===== config.mk =====
export PLATFORM = sky130hd
export DESIGN_NAME = commit_trace_buf
export DESIGN_NICKNAME = d
export VERILOG_FILES = /design/src/rtl/trace_pkg.sv /design/src/rtl/trace_fifo.sv /design/src/rtl/commit_trace_buf.sv
export SDC_FILE = /design/constraint.sdc
export NUM_CORES = 1
export LEC_CHECK = 0
export BUFFER_PORTS_ARGS = -buffer_cell sky130_fd_sc_hd__buf_2
export CORE_MARGIN = 2
export CORE_UTILIZATION = 55
export DETAILED_ROUTE_END_ITERATION = 8
export PLACE_DENSITY = 0.73
export SYNTH_ARGS = -nofsm -noshare
export SYNTH_HDL_FRONTEND = slang
export SYNTH_SLANG_ARGS = --single-unit

===== constraint.sdc =====
create_clock -name clk -period 13.35 [get_ports clk]
set_input_delay 1.335 -clock clk [delete_from_list [all_inputs] [get_ports clk]]
set_output_delay 1.335 -clock clk [all_outputs]
set_load 0.1 [all_outputs]

===== src/rtl/trace_pkg.sv =====
// trace_pkg
//   Shared definitions for the commit trace buffer: the trace state encoding
//   and the widths/layout of one buffered retirement entry.
package trace_pkg;

    typedef enum logic [1:0] {
        ST_RUN   = 2'd0,
        ST_DRAIN = 2'd1,
        ST_DONE  = 2'd2
    } trace_state_t;

    localparam int PC_W    = 32;
    localparam int INSTR_W = 32;
    localparam int WADDR_W = 5;
    localparam int WDATA_W = 32;
    localparam int SEQ_W   = 16;

    typedef struct packed {
        logic [PC_W-1:0]    pc;
        logic [INSTR_W-1:0] instr;
        logic               we;
        logic [WADDR_W-1:0] waddr;
        logic [WDATA_W-1:0] wdata;
        logic [SEQ_W-1:0]   seq;
    } trace_entry_t;

    localparam int ENTRY_W = $bits(trace_entry_t);

endpackage


===== src/rtl/trace_fifo.sv =====
// trace_fifo
//   Synchronous FIFO with registered storage and a zero-latency head read.
//   Ports:
//     clk, rst         clock, synchronous active-high reset (pointers/count)
//     push, wdata      write request and data; accepted when not full, or
//                      when full and a pop happens in the same cycle
//     pop              read request; ignored while empty
//     rdata            head entry, forced to zero while empty
//     full, empty      occupancy == DEPTH / occupancy == 0
//     count            occupancy, $clog2(DEPTH)+1 bits
//   DEPTH must be a power of two (>= 2) so the pointers wrap naturally.
module trace_fifo #(
    parameter int DEPTH = 16,
    parameter int WIDTH = 8
) (
    input  logic                     clk,
    input  logic                     rst,
    input  logic                     push,
    input  logic [WIDTH-1:0]         wdata,
    input  logic                     pop,
    output logic [WIDTH-1:0]         rdata,
    output logic                     full,
    output logic                     empty,
    output logic [$clog2(DEPTH):0]   count
);

    localparam int AW = $clog2(DEPTH);

    logic [WIDTH-1:0] mem_q [DEPTH];
    logic [AW-1:0]    wr_ptr_q;
    logic [AW-1:0]    rd_ptr_q;
    logic [AW:0]      count_q;
    logic             do_push;
    logic             do_pop;

    assign empty   = (count_q == '0);
    assign full    = (count_q == (AW+1)'(DEPTH));
    assign count   = count_q;
    assign do_pop  = pop && !empty;
    // A full FIFO can still take a write when the head leaves this cycle.
    assign do_push = push && (!full || do_pop);

    // Empty head reads as zero so stale storage never leaks onto the outputs.
    assign rdata = empty ? '0 : mem_q[rd_ptr_q];

    always_ff @(posedge clk) begin
        if (rst) begin
            wr_ptr_q <= '0;
            rd_ptr_q <= '0;
            count_q  <= '0;
        end else begin
            if (do_push) wr_ptr_q <= wr_ptr_q + 1'b1;
            if (do_pop)  rd_ptr_q <= rd_ptr_q + 1'b1;
            case ({do_push, do_pop})
                2'b10:   count_q <= count_q + 1'b1;
                2'b01:   count_q <= count_q - 1'b1;
                default: count_q <= count_q;
            endcase
        end
    end

    // Storage is not reset; only the pointers define what is valid.
    always_ff @(posedge clk) begin
        if (do_push) mem_q[wr_ptr_q] <= wdata;
    end

endmodule


===== src/rtl/commit_trace_buf.sv =====
// commit_trace_buf
//   Captures retired instructions into a FIFO for a trace consumer until a
//   halt PC retires or a retirement budget is used up, then drains and
//   reports done.
//   Ports:
//     clk, rst                 clock, synchronous active-high reset
//     retire_*, rf_*           one retirement per cycle when retire_valid
//     out_valid/out_ready      head entry handshake: an entry leaves on a
//                              cycle where out_valid && out_ready; out_*
//                              hold steady while out_valid && !out_ready
//     out_pc..out_seq          head entry fields
//     full                     FIFO holds DEPTH entries
//     overflow                 sticky: at least one retirement was dropped
//     done                     trace finished and fully drained
//     dbg_state                current trace state
module commit_trace_buf
    import trace_pkg::*;
#(
    parameter int          DEPTH      = 16,
    parameter logic [31:0] HALT_PC    = 32'h0000_0048,
    parameter int          MAX_RETIRE = 1000
) (
    input  logic         clk,
    input  logic         rst,
    input  logic         retire_valid,
    input  logic [31:0]  retire_pc,
    input  logic [31:0]  retire_instr,
    input  logic         rf_we,
    input  logic [4:0]   rf_waddr,
    input  logic [31:0]  rf_wdata,
    output logic         out_valid,
    input  logic         out_ready,
    output logic [31:0]  out_pc,
    output logic [31:0]  out_instr,
    output logic         out_we,
    output logic [4:0]   out_waddr,
    output logic [31:0]  out_wdata,
    output logic [15:0]  out_seq,
    output logic         full,
    output logic         overflow,
    output logic         done,
    output trace_state_t dbg_state
);

    localparam int          CNT_W        = $clog2(DEPTH) + 1;
    localparam logic [31:0] MAX_RETIRE_U = 32'(MAX_RETIRE);

    trace_state_t       state_q, state_d;
    logic [SEQ_W-1:0]   retire_cnt_q, retire_cnt_d;
    logic               overflow_q, overflow_d;

    logic               push;
    logic               pop;
    logic               space;
    logic               drain_empty;
    logic               fifo_full;
    logic               fifo_empty;
    logic [CNT_W-1:0]   fifo_count;
    trace_entry_t       entry_in;
    trace_entry_t       head;
    logic [ENTRY_W-1:0] fifo_rdata;

    assign pop   = !fifo_empty && out_ready;
    assign space = !fifo_full || pop;
    // True when the FIFO is empty now or its last entry leaves this cycle.
    assign drain_empty = fifo_empty || ((fifo_count == CNT_W'(1)) && pop);

    always_comb begin
        entry_in       = '0;
        entry_in.pc    = retire_pc;
        entry_in.instr = retire_instr;
        entry_in.we    = rf_we;
        entry_in.waddr = rf_waddr;
        entry_in.wdata = rf_we ? rf_wdata : '0;
        entry_in.seq   = retire_cnt_q;
    end

    always_comb begin
        state_d      = state_q;
        retire_cnt_d = retire_cnt_q;
        overflow_d   = overflow_q;
        push         = 1'b0;
        case (state_q)
            ST_RUN: begin
                if (retire_valid) begin
                    if (space) push = 1'b1;
                    else       overflow_d = 1'b1;
                    // Dropped retirements still consume a sequence number so
                    // the consumer sees the gap.
                    if (retire_cnt_q != 16'hFFFF) retire_cnt_d = retire_cnt_q + 16'd1;
                    if ((retire_pc == HALT_PC) || ({16'd0, retire_cnt_d} >= MAX_RETIRE_U))
                        state_d = ST_DRAIN;
                end
            end
            ST_DRAIN: begin
                if (drain_empty) state_d = ST_DONE;
            end
            ST_DONE: begin
                state_d = ST_DONE;
            end
            default: state_d = ST_RUN;
        endcase
    end

    always_ff @(posedge clk) begin
        if (rst) begin
            state_q      <= ST_RUN;
            retire_cnt_q <= '0;
            overflow_q   <= 1'b0;
        end else begin
            state_q      <= state_d;
            retire_cnt_q <= retire_cnt_d;
            overflow_q   <= overflow_d;
        end
    end

    trace_fifo #(
        .DEPTH (DEPTH),
        .WIDTH (ENTRY_W)
    ) u_fifo (
        .clk   (clk),
        .rst   (rst),
        .push  (push),
        .wdata (entry_in),
        .pop   (pop),
        .rdata (fifo_rdata),
        .full  (fifo_full),
        .empty (fifo_empty),
        .count (fifo_count)
    );

    assign head      = fifo_rdata;
    assign out_valid = !fifo_empty;
    assign out_pc    = head.pc;
    assign out_instr = head.instr;
    assign out_we    = head.we;
    assign out_waddr = head.waddr;
    assign out_wdata = head.wdata;
    assign out_seq   = head.seq;
    assign full      = fifo_full;
    assign overflow  = overflow_q;
    assign done      = (state_q == ST_DONE);
    assign dbg_state = state_q;

endmodule


# --- Yosys cells after proc, flatten, opt, wreduce, memory -nomap -nowiden ---
# Memories as Yosys holds them, arrays and structs flattened. A register that Yosys moved wholly into a read port is not among the register bits.
# Index checks and enable logic that the tools add are counted.
word_totals:
  register_bits: 32
  ram_bits: 1888
  elab_cells: 58
  mem_count: 1
op_classes:
  n_addsub: 5
  order_cmp: 1
  n_eq_ne: 11
  muxes: 17
  bitwise_logic: 1
  n_reduce_logical: 16
mem_list:
  columns: ["name", "depth", "word_bits", "rd", "rd_ports_with_merged_regs", "write_ports", "line_no", "source"]
  rows:
  - ["u_fifo.mem_q", 16, 118, 1, 1, 1, "trace_fifo.sv:29", "logic [WIDTH-1:0] mem_q [DEPTH];"]
op_table:
  columns: ["cell", "count"]
  rows:
  - ["$mux W118", 1]
  - ["$mux W16", 3]
  - ["$eq A32 B7 Y1 const B", 1]
  - ["$mux W32", 1]
  - ["$add A16 B1 Y16 const B", 1]
  - ["$ge A16 B10 Y1 const B", 1]
  - ["$ne A16 B16 Y1 const B", 1]
  - ["$pmux W5 S2", 1]
  - ["$add A4 B1 Y4 const B", 2]
  - ["$mux W4", 2]
  - ["$mux W2", 3]
  - ["$ne A2 B2 Y1 const B", 3]
  - ["$pmux W2 S3", 1]
  - ["$reduce_and A3 Y1", 2]
  - ["$add A5 B1 Y5 const B", 1]
  - ["$eq A5 B1 Y1 const B", 1]
  - ["$eq A5 B5 Y1 const B", 1]
  - ["$logic_not A5 Y1", 1]
  - ["$mux W1", 5]
  - ["$sub A5 B1 Y5 const B", 1]
  - ["$eq A2 B1 Y1 const B", 2]
  - ["$eq A2 B2 Y1 const B", 2]
  - ["$logic_and A1 B1 Y1", 4]
  - ["$logic_or A1 B1 Y1", 4]
  - ["other kinds (5)", 6]

# --- Longest topological paths before layout ---
# Gate-level depths: netlist of the first run.
depth:
  word_depth: 10
  depth_mapped: 11
  ltp_nobuf: 11

# --- By module ---
# Synthesis of the first run repeated with hierarchy kept, for this count alone.
unflattened:
  hier_cells: 3206
  area_unflattened_um2: 74014.7
by_module_without_submodules:
  columns: ["mod", "n_inst", "cells_each", "area_per_inst_um2", "seq_area_each_um2"]
  rows:
  - ["trace_fifo", 1, 3014, 72488.3, 57034.7]
  - ["commit_trace_buf", 1, 192, 1526.5, 380.4]

# --- Worst setup path after synthesis of the first run ---
# OpenSTA, ideal clock, no wires.
synth_path:
  path_kind: "input port to flip-flop"
  startpoint: "in retire_valid"
  endpoint: "mem u_fifo.mem_q[10][0] (netlist name), enable pin"
  setup_ns: 0.490
  t_arrival_ns: 4.862
  setup_slack_ns: 7.998
  stages: 5
  n_path_buf: 0
  path_cell_list: "nand2_1 -> nor2_1 -> inv_1 -> nor3b_1 -> and2_1"
synth_between:
  elab_chain_cells: 5
synth_lines:
  columns: ["item", "line_no", "source"]
  rows:
  - ["from (decl)", "commit_trace_buf.sv:25", "input logic retire_valid,"]
  - ["$mux W1", "commit_trace_buf.sv:85", "if (retire_valid) begin"]
  - ["$mux W1", "commit_trace_buf.sv:83", "case (state_q)"]
  - ["$logic_and A1 B1 Y1", "trace_fifo.sv:41", "assign do_push = push && (!full || do_pop);"]
  - ["$mux W1", "trace_fifo.sv:64", "if (do_push) mem_q[wr_ptr_q] <= wdata;"]
  - ["$mux W1 (implied by the code)", "trace_fifo.sv:64", null]
  - ["to (decl)", "trace_fifo.sv:29", null]
# No other way between the ends.

==> flow_summary.toml, run 1 <==
[status]
status = "completed"

[clocking]
ctsResizeCount = 0
cts-hold-fix-buffers = 0
clockBufferDepth = 3
clkSinkCount = 1924
post-cts-setup-buffers = 0
clock_latency_ps = 800
cts_tree = "yes"
cts_buffers = 183
root_buffer = "clkbuf_16"
cts_htree_levels = 4
cts.clk_slew.worst_paths_ps = 60

[worst_setup_path]
required_ps = 12020
cp-end-kind = "output port"
critPathMaxFanout = 81
rr_worst_depth = 9
worstPathArrival_ps = 5000
cp-start-kind = "register"
critical_path_class = "reg -> out"

[route]
post_drt_wl_per_cell_um = 31.4
drt-total-wl_mm = 165
firstDrtPassIters = 5
drtIter0Drc = 4294
drc = 0
via_per_inst = 6.46
vias = 34000
ant_nets = 0

[global_routing]
grt_pass1_wl_mm = 241
track_usage_pct = 24.6
antenna_found_initial = 13
grt_max_degree = 173
grt_pass1_vias = 35000
overflow = 0

[sta]
worstMarginPinSlew_ps = 1250
maxSlewViolCount = 0
finalCritPeriodShare_pct = 47.4
hold_violations = 0
clock_skew_ps = 23.5
fin_crit_ps = 6330
setup_tns_ps = 0
worst_hold_slack_ps = 493
clock.fmax_ghz = 0.158
maxSlewHeadroom_pct = 16.9
rsz0062_at_grt = "no"
setup_viol = 0

[synth]
synth_area_per_cell_um2 = 24.3
syn-num-nets = 3155
synth_top_flop_cell = "edfxtp_1"
synth-async-reset-ratio_pct = 0
ys_types = 48
ys_seq_elements = 1924
synth-seq-area-share_pct = 77.9
synth.cell_area_um2 = 73700
syn_inst = 3036
synth_edf_count = 1888
ys_warn_count = 0

[final_layout]
final_cell_mix = "edfxtp_1 (1888), mux4_2 (590), buf_2 (229)"
areaGrowthSynthToFinish_pct = 12.2
final_common_cell = "edfxtp_1"
layout-drive-gt1-share_pct = 32.8
diodes = 0
fin_nets = 3466

[pwr]
power.density_nw_per_um2 = 196
vdd_drop_max_mv = 0.277
power_mw = 16.2
leakage_nw = 25.5

[floorplanning]
row_count = 134
die_y_um = 370
io_pins = 230
die_area_um2 = 137000
initial_core_util_pct = 55.3
die_w_um = 370
core_area_um2 = 133000

[place]
dp_hpwl_mm = 80.4
io_buffer_count = 229
gp_congestion = 0.760

[job]
drv_cap = 0

[min_path]
hp-class = "reg -> reg"
whs_path_depth = 2
-- worst paths after layout --
kind,startpoint,endpoint,slack (ps)
worst max register to register,u_fifo.count[0],u_fifo.mem_q[15][55],8900
worst min-delay path,overflow,overflow,490
worst max-delay path,register,out_pc[4],7020
worst min register to register,overflow,overflow,490
-- synthesized netlist by cell type (all sizes together) (11+ instances only) --
master / count / area share (%)
clkbuf: 75 / 0.38
inv: 12 / 0.061
ha: 13 / 0.22
nor2: 38 / 0.19
xor2: 14 / 0.17
and2: 168 / 1.4
buf: 80 / 0.55
nand3: 11 / 0.075
nand2: 21 / 0.11
edfxtp: 1888 / 77
mux4: 590 / 18
dfxtp: 36 / 0.98
-- routing by layer --
layer  part of all wire (%)  GRT usage, %  up-vias
met3                    8.4          4.80      260
li1                       -             -    13600
met2                     50          39.2     1726
met4                    1.8          5.96       10
met5                  0.037             0        -
met1                     40          35.6    18400
-- kinds of logic (layout without fill, tap and decap cells) --
| kind of cell | after synthesis | after routing | synth area share, % |
|---|---|---|---|
| mux | 593 | 593 | 18.1 |
| compound gates | 31 | 31 | 0.283 |
| xor+xnor | 24 | 24 | 0.285 |
| buf+inv | 167 | 629 | 0.998 |
| simple gates | 284 | 284 | 2.26 |
| flops | 1924 | 1924 | 77.9 |
| fa+ha+maj | 13 | 13 | 0.221 |
-- metrics by stage --
step                cell area, um2  setup slack, ps  util [%]  cells
finish                       82700             7020      62.0   5266
CTS                          82700             6830      62.0   5266
detailed placement           76900             7740      57.7   4930
global route                 82700             6640      62.0   5266
global placement             76900             7770      57.7   4930
floorplan                    73700             8000         -   3036
-- critical path, stage by stage, from the launching register on --
cell and delay (ps):
dfxtp_4 820, buf_4 760, buf_4 940, mux4_2 450, mux4_2 470, and2_1 190
buf_2 300
-- registers in the layout, indices dropped and copies added (netlist names), named ones only --
register / cells
dbg_state: 2
overflow: 1
retire_cnt_q: 16
u_fifo.count: 5
u_fifo.mem_q: 1888
u_fifo.rd_ptr_q: 4
u_fifo.wr_ptr_q: 4
-- final cells by class --
cell class                 count  area, um2
fill                        8678      50600
clock inverter               107        940
inverter                      12       45.0
tap                         1768       2210
sequential                  1924      57400
timing repair buffer         281       1640
clock buffer                 229       4810
multi-input combinational    945      15600
-- power by group --
group | internal [mW] | total (mW) | switching (mW)
sequential | 6.75 | 6.83 | 0.0776
clock | 2.80 | 4.98 | 2.18
combinational | 1.39 | 4.37 | 2.97
Note: power is estimated with default switching activity, not from simulation.
==> inputs of run 2 (changes only) <==
- clock period: 13.35 -> 6.1 ns (I/O delays scaled with it)
==> run 2 against run 1 <==
Net effect: global-route usage up 0.33 points; register-to-register slack lost 6600 ps; worst setup slack got worse by 5600 ps; critical path depth fell by 1; combinational power up 120%; worst hold slack lost 330 ps; core utilization grew 0.42 points; final cell count increased by 0.51%.
==> flow_summary.toml, run 2 (synthesis results as in run 1) <==
[pwr]
power.density_nw_per_um2 = 428
clockPowerShare_pct = 30.9
p_seq_share_pct = 42.0
sw_frac_of_total_pct = 32.4
p_switching_mw = 11.5
vdd_drop_max_mv = 0.527
intPower_mw = 24.1
leakage_nw = 25.7
pwr-share-comb_pct = 27.1

[sta]
maxSlewHeadroom_pct = 27.6
rsz0062_at_grt = "no"
worstMarginPinSlew_ps = 1090
fin_crit_ps = 4660
setup_viol = 0
hold_violations = 0
setup_tns_ps = 0
setup_ws_ps = 1440
maxSlewViolCount = 0
worst_hold_slack_ps = 165
clock.fmax_ghz = 0.214
finalCritPeriodShare_pct = 76.4
clock_skew_ps = 29.9

[place]
placed_area_um2 = 77400
dp.cells = 4944
dp_hpwl_mm = 81.9
gp_congestion = 0.745
io_buffer_count = 229
dp_worst_setup_slack_ps = 2200

[status]
status = "completed"

[worst_setup_path]
crit_top_cell = "mux4_2"
required_ps = 5490
slowest_stage = "dfxtp_4"
crit_chain = "buf_12, mux4_2, mux4_2, and2_1, buf_2"
critical_path_class = "reg -> out"
worstPathArrival_ps = 4050
critical_path.max_stage_delay_ps = 980
cp-start-kind = "register"
critPathMaxFanout = 72
rr_worst_depth = 9
cp.depth = 5
path_delay_family = "multiplexers"
path_buf_inv = 2
cp-end-kind = "output port"

[final_layout]
layout-drive-gt1-share_pct = 33.5
fin_nets = 3481
largest_reg_flops = 1888
top_register = "u_fifo.mem_q"
final_common_cell = "edfxtp_1"
final_cells = 5293
final_cell_mix = "edfxtp_1 (1888), mux4_2 (590), buf_2 (229)"
areaGrowthSynthToFinish_pct = 12.9
final_cell_area_um2 = 83200

[route]
dr_wl_met3_mm = 14.7
drt-total-wl_mm = 168
via_per_inst = 6.49
firstDrtPassIters = 5
ant_nets = 0
post_drt_wl_per_cell_um = 31.7
vias = 34400
drtIter0Drc = 4377
drt-met1-wl_mm = 65.1
drc = 0
top_layer = "met5"
met2_length_mm = 84.1

[floorplanning]
core_area_um2 = 133000
row_count = 134
die_area_um2 = 137000
die_w_um = 370
die_y_um = 370
initial_core_util_pct = 55.3
io_pins = 230

[clocking]
ctsResizeCount = 0
cts_htree_levels = 4
cts_buffers = 184
cts.clk_slew.worst_paths_ps = 60
clockBufferDepth = 3
cts_tree = "yes"
post-cts-setup-buffers = 0
root_buffer = "clkbuf_16"
clock_latency_ps = 810
cts-hold-fix-buffers = 0
clkSinkCount = 1924

[global_routing]
antenna_found_initial = 22
track_usage_pct = 24.9
grt_pass1_wl_mm = 244
overflow = 0
grt_pass1_vias = 35600
grt_max_degree = 120

[min_path]
whs_path_depth = 1
hp-class = "in -> reg"

[job]
drv_cap = 0
[run 2: cell types whose count changed in the layout (fill, tap and decap cells not counted), sizes merged]
cell / before / now
bufinv: 12 / 13
diode: 0 / 6
clkinv: 79 / 88
clkbuf: 229 / 227
clkinvlp: 3 / 6
inv: 25 / 21
buf: 281 / 295
[run 2: final cells by class]
type	count	area, um2
sequential	1924	57400
antenna	6	15.0
multi-input combinational	945	15600
inverter	12	45.0
clock buffer	227	4850
fill	8593	50000
tap	1768	2210
timing repair buffer	295	2070
clock inverter	116	1020
[run 2: path summary, 6_finish.rpt]
kind                    startpoint                    to  slack (ps)
setup / recovery          register         out_instr[21]        1440
hold / removal    retire_instr[22]  u_fifo.mem_q[10][76]         160
setup reg to reg   u_fifo.count[0]   u_fifo.mem_q[9][88]        2290
hold reg to reg           overflow              overflow         490
[run 2: metal layers]
metal,vias up,global-route usage [%]
li1,13700,-
met4,24,6.64
met2,1868,39.9
met3,283,4.70
met5,-,0
met1,18500,35.8
[run 2: metrics by stage]
step | utilization [%] | power, mW
2_1_floorplan | - | 23.0
3_3_place_gp | 58.0 | 24.8
3_5_place_dp | 58.0 | 25.0
4_1_cts | 62.4 | 36.0
5_1_grt | 62.4 | 36.8
6_report | 62.5 | 35.7
[run 2: power by group through the flow]
stage | Sequential [mW] | Clock (mW) | Combinational, mW
after floorplan | 15.1 | 0 | 7.85
after global placement | 15.2 | 0 | 9.60
after detailed placement | 15.3 | 0 | 9.73
after CTS | 15.0 | 11.2 | 9.79
after global routing | 15.0 | 11.7 | 10.1
final | 15.0 | 11.0 | 9.65
